==> src/rtl/decoder_round_driver_pkg.sv <==
// Shared constants for the decoder round driver: FSM state encodings,
// stream widths, result header field positions and small elaboration helpers.
package decoder_round_driver_pkg;

  // Round FSM state encodings (kept as plain constants for legacy tools).
  localparam logic [2:0] ST_IDLE  = 3'd0;
  localparam logic [2:0] ST_LOAD  = 3'd1;
  localparam logic [2:0] ST_START = 3'd2;
  localparam logic [2:0] ST_WAIT  = 3'd3;
  localparam logic [2:0] ST_HDR0  = 3'd4;
  localparam logic [2:0] ST_HDR1  = 3'd5;
  localparam logic [2:0] ST_ROOTS = 3'd6;

  // Stream widths.
  localparam int IN_W  = 8;
  localparam int OUT_W = 32;

  // Second header word layout: timeout flag on top, iteration count at the bottom.
  localparam int HDR_TIMEOUT_BIT = 31;
  localparam int HDR_ITER_LSB    = 0;
  localparam int HDR_ITER_W      = 8;

  function automatic int max_int(input int a, input int b);
    return (a > b) ? a : b;
  endfunction

  function automatic int ceil_div(input int num, input int den);
    return (num + den - 1) / den;
  endfunction

endpackage

==> src/rtl/decoder_round_driver_if.sv <==
// Byte-in / word-out stream bundle of the decoder round driver.
// master = the environment side, slave = the driver itself.
interface decoder_round_driver_if;
  import decoder_round_driver_pkg::*;

  logic [IN_W-1:0]  in_data;
  logic             in_valid;
  logic             in_ready;
  logic [OUT_W-1:0] out_data;
  logic             out_valid;
  logic             out_last;
  logic             out_ready;

  modport master (
    output in_data, in_valid, out_ready,
    input  in_ready, out_data, out_valid, out_last
  );

  modport slave (
    input  in_data, in_valid, out_ready,
    output in_ready, out_data, out_valid, out_last
  );

endinterface

==> src/rtl/decoder_round_driver_syndrome_byte_packer.sv <==
// Assembles the syndrome byte stream into the flat measurement vector.
// Byte k lands on bits [8k+7:8k]; bits of the last byte that fall at or
// above PU_COUNT have no destination and are dropped.
module syndrome_byte_packer
  import decoder_round_driver_pkg::*;
#(
  parameter int PU_COUNT = 18,
  parameter int IDX_W    = 2
) (
  input  logic                clk,
  input  logic                reset,
  input  logic                byte_we,
  input  logic [IDX_W-1:0]    byte_idx,
  input  logic [IN_W-1:0]     byte_data,
  output logic [PU_COUNT-1:0] measurements
);

  // Steer each accepted byte into its lane; untouched lanes keep their value.
  always_ff @(posedge clk or negedge reset) begin
    if (!reset) begin
      measurements <= '0;
    end else if (byte_we) begin
      for (int b = 0; b < PU_COUNT; b++) begin
        if (int'(byte_idx) == (b / IN_W)) begin
          measurements[b] <= byte_data[b % IN_W];
        end
      end
    end
  end

endmodule

==> src/rtl/decoder_round_driver.sv <==
// Decoder round driver: collects a syndrome over a byte stream, launches one
// decoder round, captures the decoder result and streams it out as
// cycle-count header, iteration/flag header and one word per root.
// Optional feature macro: DRIVER_TIMEOUT_EN (round watchdog on WAIT).
module decoder_round_driver
  import decoder_round_driver_pkg::*;
#(
  parameter int CODE_DISTANCE_X = 3,
  parameter int CODE_DISTANCE_Z = 2,
  parameter int TIMEOUT_CYCLES  = 4096,
  localparam int MEASUREMENT_ROUNDS = max_int(CODE_DISTANCE_X, CODE_DISTANCE_Z),
  localparam int PU_COUNT      = CODE_DISTANCE_X * CODE_DISTANCE_Z * MEASUREMENT_ROUNDS,
  localparam int ADDRESS_WIDTH = 3 * $clog2(MEASUREMENT_ROUNDS),
  localparam int NUM_IN_WORDS  = ceil_div(PU_COUNT, IN_W)
) (
  input  logic                              clk,
  input  logic                              reset,
  decoder_round_driver_if.slave             bus,
  output logic                              new_round_start,
  output logic [PU_COUNT-1:0]               measurements,
  input  logic                              result_valid,
  input  logic [ADDRESS_WIDTH*PU_COUNT-1:0] roots,
  input  logic [7:0]                        iteration_counter,
  input  logic [31:0]                       cycle_counter
);

  localparam int IDX_W  = (NUM_IN_WORDS > 1) ? $clog2(NUM_IN_WORDS) : 1;
  localparam int BEAT_W = (PU_COUNT > 1) ? $clog2(PU_COUNT) : 1;
  localparam logic [IDX_W-1:0]  LAST_IDX  = IDX_W'(NUM_IN_WORDS - 1);
  localparam logic [BEAT_W-1:0] LAST_BEAT = BEAT_W'(PU_COUNT - 1);

  logic [2:0]                        state;
  logic [2:0]                        state_nxt;
  logic [IDX_W-1:0]                  word_idx;
  logic [BEAT_W-1:0]                 beat_idx;
  logic [ADDRESS_WIDTH*PU_COUNT-1:0] roots_q;
  logic [7:0]                        iter_q;
  logic [31:0]                       cyc_q;
  logic                              in_ready_q;
  logic                              byte_acc;
  logic                              capture;
  logic                              wd_fire;
  logic                              timeout_flag;
  logic [ADDRESS_WIDTH-1:0]          cur_root;
  logic [OUT_W-1:0]                  hdr1_word;

  assign byte_acc        = bus.in_valid & in_ready_q;
  assign bus.in_ready    = in_ready_q;
  assign new_round_start = (state == ST_START);
  // A round result is taken either from the decoder or from the watchdog.
  assign capture         = (state == ST_WAIT) & (result_valid | wd_fire);

`ifdef DRIVER_TIMEOUT_EN
  localparam int WD_W = $clog2(TIMEOUT_CYCLES + 1);
  localparam logic [WD_W-1:0] WD_LAST = WD_W'(TIMEOUT_CYCLES - 1);

  logic [WD_W-1:0] wd_cnt;
  logic            timeout_q;

  assign wd_fire      = (state == ST_WAIT) & ~result_valid & (wd_cnt == WD_LAST);
  assign timeout_flag = timeout_q;

  // Watchdog: count WAIT cycles and remember whether the round ended by timeout.
  always_ff @(posedge clk or negedge reset) begin
    if (!reset) begin
      wd_cnt    <= '0;
      timeout_q <= 1'b0;
    end else begin
      wd_cnt <= (state == ST_WAIT) ? wd_cnt + 1'b1 : '0;
      if (capture) begin
        timeout_q <= wd_fire;
      end
    end
  end
`else
  assign wd_fire      = 1'b0;
  assign timeout_flag = 1'b0;
`endif

  // Next-state selection for the round sequence.
  always_comb begin
    state_nxt = state;
    case (state)
      ST_IDLE:  if (byte_acc) state_nxt = (NUM_IN_WORDS == 1) ? ST_START : ST_LOAD;
      ST_LOAD:  if (byte_acc && (word_idx == LAST_IDX)) state_nxt = ST_START;
      ST_START: state_nxt = ST_WAIT;
      ST_WAIT:  if (result_valid || wd_fire) state_nxt = ST_HDR0;
      ST_HDR0:  if (bus.out_ready) state_nxt = ST_HDR1;
      ST_HDR1:  if (bus.out_ready) state_nxt = ST_ROOTS;
      ST_ROOTS: if (bus.out_ready && (beat_idx == LAST_BEAT)) state_nxt = ST_IDLE;
      default:  state_nxt = ST_IDLE;
    endcase
  end

  // Round control: state, byte/beat counters, in_ready and result capture.
  always_ff @(posedge clk or negedge reset) begin
    if (!reset) begin
      state      <= ST_IDLE;
      in_ready_q <= 1'b0;
      word_idx   <= '0;
      beat_idx   <= '0;
      roots_q    <= '0;
      iter_q     <= '0;
      cyc_q      <= '0;
    end else begin
      state      <= state_nxt;
      in_ready_q <= (state_nxt == ST_IDLE) || (state_nxt == ST_LOAD);
      if (byte_acc) begin
        word_idx <= (state_nxt == ST_START) ? '0 : word_idx + 1'b1;
      end
      // A timed-out round reports all-zero result fields.
      if (capture) begin
        roots_q <= result_valid ? roots : '0;
        iter_q  <= result_valid ? iteration_counter : '0;
        cyc_q   <= result_valid ? cycle_counter : '0;
      end
      if ((state == ST_ROOTS) && bus.out_ready) begin
        beat_idx <= (beat_idx == LAST_BEAT) ? '0 : beat_idx + 1'b1;
      end
    end
  end

  // Output word selection; pure function of state so it holds under backpressure.
  always_comb begin
    cur_root  = roots_q[beat_idx*ADDRESS_WIDTH +: ADDRESS_WIDTH];
    hdr1_word = '0;
    hdr1_word[HDR_TIMEOUT_BIT] = timeout_flag;
    hdr1_word[HDR_ITER_LSB +: HDR_ITER_W] = iter_q;
    bus.out_valid = 1'b0;
    bus.out_last  = 1'b0;
    bus.out_data  = '0;
    case (state)
      ST_HDR0: begin
        bus.out_valid = 1'b1;
        bus.out_data  = cyc_q;
      end
      ST_HDR1: begin
        bus.out_valid = 1'b1;
        bus.out_data  = hdr1_word;
      end
      ST_ROOTS: begin
        bus.out_valid = 1'b1;
        bus.out_data  = OUT_W'(cur_root);
        bus.out_last  = (beat_idx == LAST_BEAT);
      end
      default: begin
        bus.out_valid = 1'b0;
      end
    endcase
  end

  syndrome_byte_packer #(
    .PU_COUNT (PU_COUNT),
    .IDX_W    (IDX_W)
  ) u_packer (
    .clk          (clk),
    .reset        (reset),
    .byte_we      (byte_acc),
    .byte_idx     (word_idx),
    .byte_data    (bus.in_data),
    .measurements (measurements)
  );

endmodule

==> src/flat_wrapper.sv <==
// flat-port wrapper written by rule: the top's interface ports become plain ports
module decoder_round_driver_flat import decoder_round_driver_pkg::*;
#(
  parameter int CODE_DISTANCE_X = 3,
  parameter int CODE_DISTANCE_Z = 2,
  parameter int TIMEOUT_CYCLES  = 4096,
  localparam int MEASUREMENT_ROUNDS = max_int(CODE_DISTANCE_X, CODE_DISTANCE_Z),
  localparam int PU_COUNT      = CODE_DISTANCE_X * CODE_DISTANCE_Z * MEASUREMENT_ROUNDS,
  localparam int ADDRESS_WIDTH = 3 * $clog2(MEASUREMENT_ROUNDS),
  localparam int NUM_IN_WORDS  = ceil_div(PU_COUNT, IN_W)
)
  (clk, reset, new_round_start, measurements, result_valid, roots, iteration_counter, cycle_counter, bus_in_data, bus_in_valid, bus_out_ready, bus_in_ready, bus_out_data, bus_out_valid, bus_out_last);
  decoder_round_driver_if bus_i ();
  input  logic clk;
  input  logic reset;
  output logic new_round_start;
  output logic [PU_COUNT-1:0] measurements;
  input  logic result_valid;
  input  logic [ADDRESS_WIDTH*PU_COUNT-1:0] roots;
  input  logic [7:0] iteration_counter;
  input  logic [31:0] cycle_counter;
  input wire logic [$bits(bus_i.in_data)-1:0] bus_in_data;
  input wire logic [$bits(bus_i.in_valid)-1:0] bus_in_valid;
  input wire logic [$bits(bus_i.out_ready)-1:0] bus_out_ready;
  output wire logic [$bits(bus_i.in_ready)-1:0] bus_in_ready;
  output wire logic [$bits(bus_i.out_data)-1:0] bus_out_data;
  output wire logic [$bits(bus_i.out_valid)-1:0] bus_out_valid;
  output wire logic [$bits(bus_i.out_last)-1:0] bus_out_last;
  assign bus_i.in_data = bus_in_data;
  assign bus_i.in_valid = bus_in_valid;
  assign bus_i.out_ready = bus_out_ready;
  assign bus_in_ready = bus_i.in_ready;
  assign bus_out_data = bus_i.out_data;
  assign bus_out_valid = bus_i.out_valid;
  assign bus_out_last = bus_i.out_last;
  decoder_round_driver #(.CODE_DISTANCE_X(CODE_DISTANCE_X), .CODE_DISTANCE_Z(CODE_DISTANCE_Z), .TIMEOUT_CYCLES(TIMEOUT_CYCLES)) u_core (.clk(clk), .reset(reset), .bus(bus_i), .new_round_start(new_round_start), .measurements(measurements), .result_valid(result_valid), .roots(roots), .iteration_counter(iteration_counter), .cycle_counter(cycle_counter));
endmodule
==> config.mk <==
export PLATFORM = sky130hd
export DESIGN_NAME = decoder_round_driver_flat
export DESIGN_NICKNAME = d
export VERILOG_FILES = /design/src/rtl/decoder_round_driver_pkg.sv /design/src/rtl/decoder_round_driver_if.sv /design/src/rtl/decoder_round_driver_syndrome_byte_packer.sv /design/src/rtl/decoder_round_driver.sv /design/src/flat_wrapper.sv
export SDC_FILE = /design/constraint.sdc
export NUM_CORES = 1
export LEC_CHECK = 0
export CORE_MARGIN = 2
export CORE_UTILIZATION = 50
export CTS_CLUSTER_DIAMETER = 30
export DETAILED_ROUTE_END_ITERATION = 12
export PLACE_DENSITY = 0.9
export REMOVE_ABC_BUFFERS = 1
export SETUP_SLACK_MARGIN = 0.1
export SLEW_MARGIN = 10
export SYNTH_ARGS = -nofsm -noshare
export SYNTH_HDL_FRONTEND = slang
export SYNTH_HIERARCHICAL = 1
export SYNTH_SLANG_ARGS = --single-unit
==> constraint.sdc <==
create_clock -name clk -period 5.4 [get_ports clk]
set_input_delay 0.54 -clock clk [delete_from_list [all_inputs] [get_ports clk]]
set_output_delay 0.54 -clock clk [all_outputs]
set_load 0.05 [all_outputs]
==> out/metrics.csv, run 1 <==
stage,metric,value,unit
setup_path,startpoint types,flip-flop,
pwr,internal power,3.67,mW
floorplan,Chip Height,131,um
sta,setup repair after global routing missed its margin,false,
floorplan,number of rows in the core area,46,
detailed_routing,total iterations of the first detailed-routing run,5,
setup_path,Slowest Stage Delay on Critical Path,0.95,ns
synthesis,yosys warns,6,
setup_path,crit path cell chain,nand2b_1 -> nor2_1 -> and2_1 -> clkdlybuf4s50_1,
pwr,relative contribution of sequential cells to total power,40.4,%
layout,total number of nets in the final design,1192,
layout,Filler cells,1179,
status,status,finished clean,
synthesis,Post-Synth Simple-Gate Area,25.7,%
pwr,clock network power share,20.9,%
synthesis,sequential area share after synthesis,55.3,%
setup_path,endpoint required time on the critical path,4.86,ns
pwr,Net Sw Frac,37.9,%
grt,via count of the first global-routing pass,6550,
setup_path,launch instance of the worst register-to-register path,u_core/state[2],
synthesis,"Distinct cells, synth",42,
sta,Fin Clk Skew,0.00908,ns
setup_path,depth of the worst register-to-register path,5,
detailed_routing,Avg WL per Cell,16.1,um
synthesis,post-synthesis average cell area,9.54,um2
floorplan,die footprint,17100,um2
setup_path,dominant delay contributor by cell family on the critical path,simple AND/OR/NAND/NOR gates,
pwr,Design Power,5.90,mW
layout,ratio of cells with drive above 1 in the final layout,8.45,%
synthesis,cell type with the highest aggregate area in the netlist,dfrtp_1,
cts,number of resized instances in the post-cts repair step,0,
setup_path,Crit Path Class,reg2out,
floorplan,die extent in x,131,um
grt,total routing resource utilization after global routing,24.9,%
sta,shortest clock period the worst path allows after layout,3.96,ns
cts,number of clock sinks,177,
run,Max-Cap Viols,0,
synthesis,Synth Area in Compound Gates,2.70,%
synthesis,gate count of the mapped netlist,840,
cts,CTS tree,yes,
grt,total congestion overflow after global routing,0,
worst_hold_path,Worst Hold Class,in2async,
detailed_routing,post-detailed-route DRC marker count,0,
synthesis,area share of the largest cell type after synthesis,55.3,%
sta,post-route fraction of the period consumed by the critical path,73.4,%
detailed_routing,wire length after detailed routing,20300,um
sta,highest clock rate,252,MHz
detailed_routing,violation count after the first detailed-routing iteration,506,
grt,antenna violations before repair,0,
setup_path,combined buffer and inverter count along the critical path,1,
cts,CTS clock-pin slew for the worst setup and hold paths,0.06,ns
grt,maximum number of pins on one net before global-route repair,118,
sta,worst slew margin relative to its limit,25.5,%
placement,final weighted congestion of routability-driven global placement,0.817,
detailed_routing,DRT antenna net count,0,
placement,# port buffers,214,
synthesis,cell area after synthesis,8020,um2
cts,H-tree Lvls,4,
setup_path,crit path max-delay cell type,nor2_1,
floorplan,I/O pin total,215,
synthesis,register bit total from synthesis,177,
detailed_routing,post-DR vias/cell,5.14,
sta,max-slew violations,0,
sta,measured slew at the worst slew-check pin,1.12,ns
layout,diode insertion count for antenna repair,0,
sta,Final setup viols,0,
cts,setup fix buffers added after clock tree synthesis,0,
synthesis,main combinational cell family by area after synthesis,simple AND/OR/NAND/NOR gates,
synthesis,top cells by area in the synthesized netlist,"dfrtp_1, nand2_1, mux4_2",
pwr,net switching power,2.24,mW
pwr,leakage power,5.19,nW
cts,Max Buffers Root-to-Sink,2,
sta,Fin. Hold Viols,0,
layout,Multi-input gate area,3350,um2
synthesis,adder-cell share of the synthesized area,0.468,%
placement,Post-DP HPWL,13900,um
detailed_routing,total via count in the routed design,6466,
synthesis,xor and xnor fraction of the mapped netlist area,0.109,%
grt,global-route wire length before repair,32500,um
pwr,combinational cell fraction of total power,38.7,%
setup_path,Critical R2R Capture,u_core/cyc_q[27],
setup_path,peak fanout along the critical path,24,
cts,total clock buffers created by CTS,17,
floorplan,core box area,15800,um2
sta,hold_ws,0.0442,ns
cts,clock tree root driver cell,clkbuf_16,
floorplan,starting density of the core,50.8,%
cts,insertion delay of the later-clocked pin in the worst-skew pair,0.43,ns
layout,Storage cell area,4430,um2
synthesis,multiplexer share of the synthesized area,12.6,%
setup_path,reg2reg setup slack,2.61,ns
pwr,ratio of total power to cell area,544,nW/um2
cts,hold-fix buffer count after cts,0,
layout,area added between synthesis and finish,35.5,%
setup_path,WP data arrival,3.42,ns
setup_path,endpoint class of the critical path,output pin,
pwr,worst-case vdd ir drop,0.297,mV
## logic make-up (layout without fill, tap and decap cells)
logic type,after synthesis,count (layout)
mux,69,69
fa+ha+maj,3,3
simple gates,506,506
compound gates,29,29
flops,177,177
xor+xnor,1,1
buf+inv,55,256
## cell type report
| cell class | instances | area share (%) |
|---|---|---|
| Sequential cell | 177 | 40.8 |
| Clock buffer | 19 | 4.08 |
| Inverter | 4 | 0.138 |
| Tap cell | 216 | 2.49 |
| Timing Repair Buffer | 220 | 20.3 |
| Multi-Input combinational cell | 608 | 30.9 |
| Clock inverter | 13 | 1.36 |
## state kept, by name, indices dropped and copies added (netlist names)
signal / flops
u_core/bus.in_ready: 1
u_core/state: 3
u_core/cyc_q: 32
u_core/u_packer/measurements: 18
u_core/beat_idx: 5
u_core/roots_q: 108
u_core/word_idx: 2
u_core/iter_q: 8
## how the worst max path moves through the flow
stage,slack (ns),cells after the start,start,to
2_1_floorplan,-0.56,4,u_core/state[0],u_core/cyc_q[0]
3_3_place_gp,1.98,4,u_core/beat_idx[0],bus_out_data[3]
3_5_place_dp,1.82,4,u_core/state[2],bus_out_data[29]
4_1_cts,1.34,4,u_core/state[2],bus_out_data[24]
5_1_grt,1.22,4,u_core/state[2],bus_out_data[18]
6_report,1.44,4,u_core/state[2],bus_out_data[24]
## routing by layer
layer	wire length [um]	track usage, %	vias to the layer above	share of wire (%)
met3	1410	6.11	33	7.0
met4	411	7.70	0	2.0
li1	-	-	3070	-
met1	8320	32.8	3122	41
met2	10100	41.4	241	50
met5	0	0	-	0
## through the flow
step	cell area, um2	util [%]	TNS (ns)	std cells	setup slack (ns)
after floorplan	7780	-	-83.24	789	-0.556
after global placement	10300	65.1	0	1225	1.98
after detailed placement	10300	65.1	0	1225	1.82
after CTS	10900	68.9	0	1257	1.34
after global routing	10900	68.9	0	1257	1.22
final	10900	68.9	0	1257	1.44
## Yosys cell counts
cell type  instances
a2111o_1           1
a211oi_1           1
a21boi_0           1
a21o_1             2
a21oi_1            2
a31oi_1            1
and2_1            24
and4bb_2           1
buf_1              8
buf_2             26
buf_4              2
buf_6              1
clkbuf_1          14
dfrtp_1          177
ha_1               3
inv_1              4
mux2_2            18
mux2i_1           27
mux4_2            24
nand2_1          453
nand2b_1           2
nand3_1            3
nand3b_1           1
nand3b_2           1
nand3b_4           1
nand4_1            1
nand4b_1           1
nor2_1             7
nor2b_1            4
nor3b_1            1
nor3b_4            1
nor4b_1            1
o21a_1             1
o21ai_0            5
o221ai_1           6
o22a_1             6
o22ai_1            1
o31ai_1            2
or2_2              1
or3_1              2
or4_1              1
xnor2_1            1
## worst reg2reg max path: stages, from the launching register on
cell,delay (ns)
dfrtp_1,0.53
nor2b_1,0.38
nand3_4,0.84
buf_4,0.71
nand2_1,0.16
nand2_1,0.07
## cells in the final DEF, fill, tap and decap left out, drive strengths merged, types with 2 or more instances in the layout
| master | count |
|---|---|
| nand3 | 3 |
| o221ai | 6 |
| mux2 | 18 |
| o21ai | 5 |
| and2 | 24 |
| a21oi | 2 |
| nor3b | 2 |
| a21o | 2 |
| o31ai | 2 |
| dfrtp | 177 |
| mux4 | 24 |
| clkinv | 4 |
| inv | 10 |
| nand2 | 453 |
| bufinv | 2 |
| o22a | 6 |
| nand2b | 2 |
| clkbuf | 19 |
| or3 | 2 |
| nor2 | 7 |
| nor2b | 4 |
| ha | 3 |
| clkdlybuf4s50 | 213 |
| mux2i | 27 |
| buf | 7 |
| nand3b | 3 |
## power groups by stage
stage | sequential, mW | combinational, mW | clock, mW
floorplan | 2.55 | 1.33 | 0
global placement | 2.36 | 2.18 | 0
detailed placement | 2.39 | 2.28 | 0
CTS | 2.38 | 2.29 | 1.26
global route | 2.46 | 2.48 | 1.31
finish | 2.39 | 2.28 | 1.24
Power figures use the tool's default switching activity.
==> run 2, diff against run 1 <==
CORE_UTILIZATION = 49   (was 50)
PLACE_DENSITY = 0.89   (was 0.9)
clock period = 4.16 ns   (was 5.4 ns; I/O delays follow)
==> run 2 against run 1 <==
Compared with the run above:
- flip-flop and latch count unchanged
- count of clock-buffer cells in the layout grew 3
- first-iteration DRC count shrank 3.8%
- non-clock buffer count increased by 3
- register-to-register slack worse by 0.89 ns
- worst setup slack got worse by 0.94 ns
- final area rose by 0.40%
- die area increased by 2.0%
- cell count up 0.32%
- largest power group is now combinational logic
- highest routed layer unchanged
==> out/metrics.csv, run 2 (same netlist as run 1, synthesis figures left out) <==
stage,metric,value,unit,change
floorplan,I/O pin total,215,,unchanged
cts,hold-fix buffer count after cts,0,,unchanged
sta,Fin. Hold Viols,0,,unchanged
detailed_routing,Met2 Wirelength,10300,um,was 10100 um
setup_path,launch instance of the worst register-to-register path,u_core/state[2],,unchanged
floorplan,die footprint,17400,um2,was 17100 um2
detailed_routing,violation count after the first detailed-routing iteration,487,,was 506
sta,post-route fraction of the period consumed by the critical path,88.0,%,
layout,Filler cells,1201,,was 1179
detailed_routing,detailed-route wire length on metal 1,8590,um,was 8320 um
detailed_routing,post-DR vias/cell,5.13,,was 5.14
cts,H-tree Lvls,4,,unchanged
grt,total routing resource utilization after global routing,24.0,%,was 24.9%
detailed_routing,highest metal layer with signal wires,met4,,unchanged
layout,total number of nets in the final design,1195,,was 1192
layout,"most common cell after layout, fill and taps aside",nand2_1,,unchanged
layout,number of flip-flops in the largest register,108,,unchanged
worst_hold_path,Worst Hold Class,in2async,,unchanged
detailed_routing,total iterations of the first detailed-routing run,7,,was 5
setup_path,Crit Path Class,reg2out,,unchanged
layout,register with the highest flop count,u_core/roots_q,,unchanged
placement,# port buffers,214,,unchanged
sta,post-route setup TNS,0,ns,unchanged
detailed_routing,wire length after detailed routing,20500,um,was 20300 um
detailed_routing,routed wire length on met3,1180,um,was 1410 um
detailed_routing,DRT antenna net count,0,,unchanged
sta,shortest clock period the worst path allows after layout,3.66,ns,
sta,Final setup viols,0,,unchanged
setup_path,startpoint types,flip-flop,,unchanged
setup_path,endpoint class of the critical path,output pin,,unchanged
layout,end-of-flow core utilization,68.4,%,was 68.9%
sta,worst slew margin relative to its limit,34.6,%,was 25.5%
placement,final weighted congestion of routability-driven global placement,0.807,,was 0.817
cts,total clock buffers created by CTS,17,,unchanged
grt,antenna violations before repair,1,,was 0
detailed_routing,total via count in the routed design,6471,,was 6466
setup_path,peak fanout along the critical path,27,,was 24
sta,max-slew violations,0,,unchanged
floorplan,Chip Height,132,um,was 131 um
detailed_routing,post-detailed-route DRC marker count,0,,unchanged
cts,Max Buffers Root-to-Sink,2,,unchanged
pwr,worst-case vdd ir drop,0.377,mV,was 0.297 mV
layout,ratio of cells with drive above 1 in the final layout,8.62,%,was 8.45%
sta,Fin Clk Skew,0.00530,ns,was 0.00908 ns
grt,maximum number of pins on one net before global-route repair,124,,was 118
grt,global-route wire length before repair,32900,um,was 32500 um
detailed_routing,Avg WL per Cell,16.3,um,was 16.1 um
layout,area added between synthesis and finish,36.0,%,was 35.5%
sta,hold_ws,0.118,ns,was 0.0442 ns
setup_path,CP Launch Point,u_core/beat_idx[0],,was u_core/state[2]
floorplan,die extent in x,132,um,was 131 um
status,status,finished clean,,unchanged
setup_path,endpoint required time on the critical path,3.74,ns,was 4.86 ns
sta,setup repair after global routing missed its margin,false,,unchanged
cts,CTS tree,yes,,unchanged
layout,"commonest cells after routing, fill and taps aside","nand2_1, clkdlybuf4s50_1, dfrtp_1",,unchanged
cts,CTS clock-pin slew for the worst setup and hold paths,0.06,ns,about the same
cts,insertion delay of the later-clocked pin in the worst-skew pair,0.42,ns,was 0.43 ns
floorplan,core box area,15900,um2,was 15800 um2
cts,number of resized instances in the post-cts repair step,0,,unchanged
grt,via count of the first global-routing pass,6549,,was 6550
pwr,leakage power,5.22,nW,was 5.19 nW
layout,Largest regs,"u_core/roots_q (108), u_core/cyc_q (32), u_core/u_packer/measurements (18)",,unchanged
run,Max-Cap Viols,0,,unchanged
cts,setup fix buffers added after clock tree synthesis,0,,unchanged
floorplan,number of rows in the core area,46,,unchanged
sta,measured slew at the worst slew-check pin,0.980,ns,was 1.12 ns
grt,total congestion overflow after global routing,0,,unchanged
placement,Post-DP HPWL,13800,um,was 13900 um
cts,clock tree root driver cell,clkbuf_16,,unchanged
setup_path,WP data arrival,3.25,ns,was 3.42 ns
sta,highest clock rate,273,MHz,
pwr,ratio of total power to cell area,703,nW/um2,was 544 nW/um2
floorplan,starting density of the core,50.3,%,was 50.8%
cts,number of clock sinks,177,,unchanged
==> run 2: changes by cell type in the layout (fill, tap and decap cells not counted), sizes merged <==
cell,delta
clkinv,+3
diode,+1
clkbuf,+3
inv,-6
buf,+3
==> run 2: area by class of cell <==
| cell class | count | area (um2) | area share (%) |
|---|---|---|---|
| clock buffer | 22 | 474 | 4.35 |
| inverter | 4 | 15.0 | 0.138 |
| tap | 216 | 270 | 2.48 |
| clock inverter | 10 | 110 | 1.01 |
| timing repair buffer | 223 | 2250 | 20.6 |
| antenna | 1 | 2.50 | 0.0229 |
| sequential | 177 | 4430 | 40.6 |
| multi-input combinational | 608 | 3350 | 30.8 |
==> run 2: report_power, final <==
part	switching [mW]	internal (mW)	total, mW
combinational	1.71	1.36	3.07
clock	0.642	0.929	1.57
sequential	0.514	2.51	3.02
total	2.87	4.80	7.66
==> run 2: path summary, 6_finish.rpt <==
kind	endpoint	slack, ns	cells past startpoint
max reg2reg	u_core/roots_q[76]	1.72	5
max	bus_out_data[0]	0.50	5
min	u_core/u_packer/measurements[17]	0.12	1
max in group asynchronous	u_core/roots_q[92]	3.12	2
min reg2reg	u_core/cyc_q[14]	0.47	2
min in group clk	u_core/cyc_q[14]	0.47	2
==> run 2: routing by layer <==
layer | global-route usage [%] | vias to the layer above
met2 | 39.4 | 230
met3 | 5.04 | 36
met5 | 0 | -
met4 | 9.30 | 0
met1 | 31.6 | 3133
li1 | - | 3072
==> run 2: worst max-delay path, cell delays in order (launching register included) <==
cell and delay, ns:
dfrtp_2 0.93, buf_4 0.30, mux4_2 0.52, mux2i_1 0.18, o221ai_1 0.16, clkdlybuf4s50_1 0.73
==> run 2: stage by stage <==
| step | cells | area (um2) | total power [mW] | worst slack (ns) |
|---|---|---|---|---|
| 3_5_place_dp | 1228 | 10300 | 6.09 | 0.923 |
| 4_1_cts | 1260 | 10900 | 7.70 | 0.443 |
| 3_3_place_gp | 1228 | 10300 | 5.94 | 0.996 |
| 5_1_grt | 1261 | 10900 | 8.10 | 0.318 |
| 6_report | 1261 | 10900 | 7.66 | 0.498 |
| 2_1_floorplan | 789 | 7780 | 5.04 | -1.80 |
==> run 3, diff against run 2 <==
CTS_CLUSTER_DIAMETER = 120   (was 30)
==> results of run 3 <==
Same layout as run 2: the final DEF is identical, and so are final timing and power.
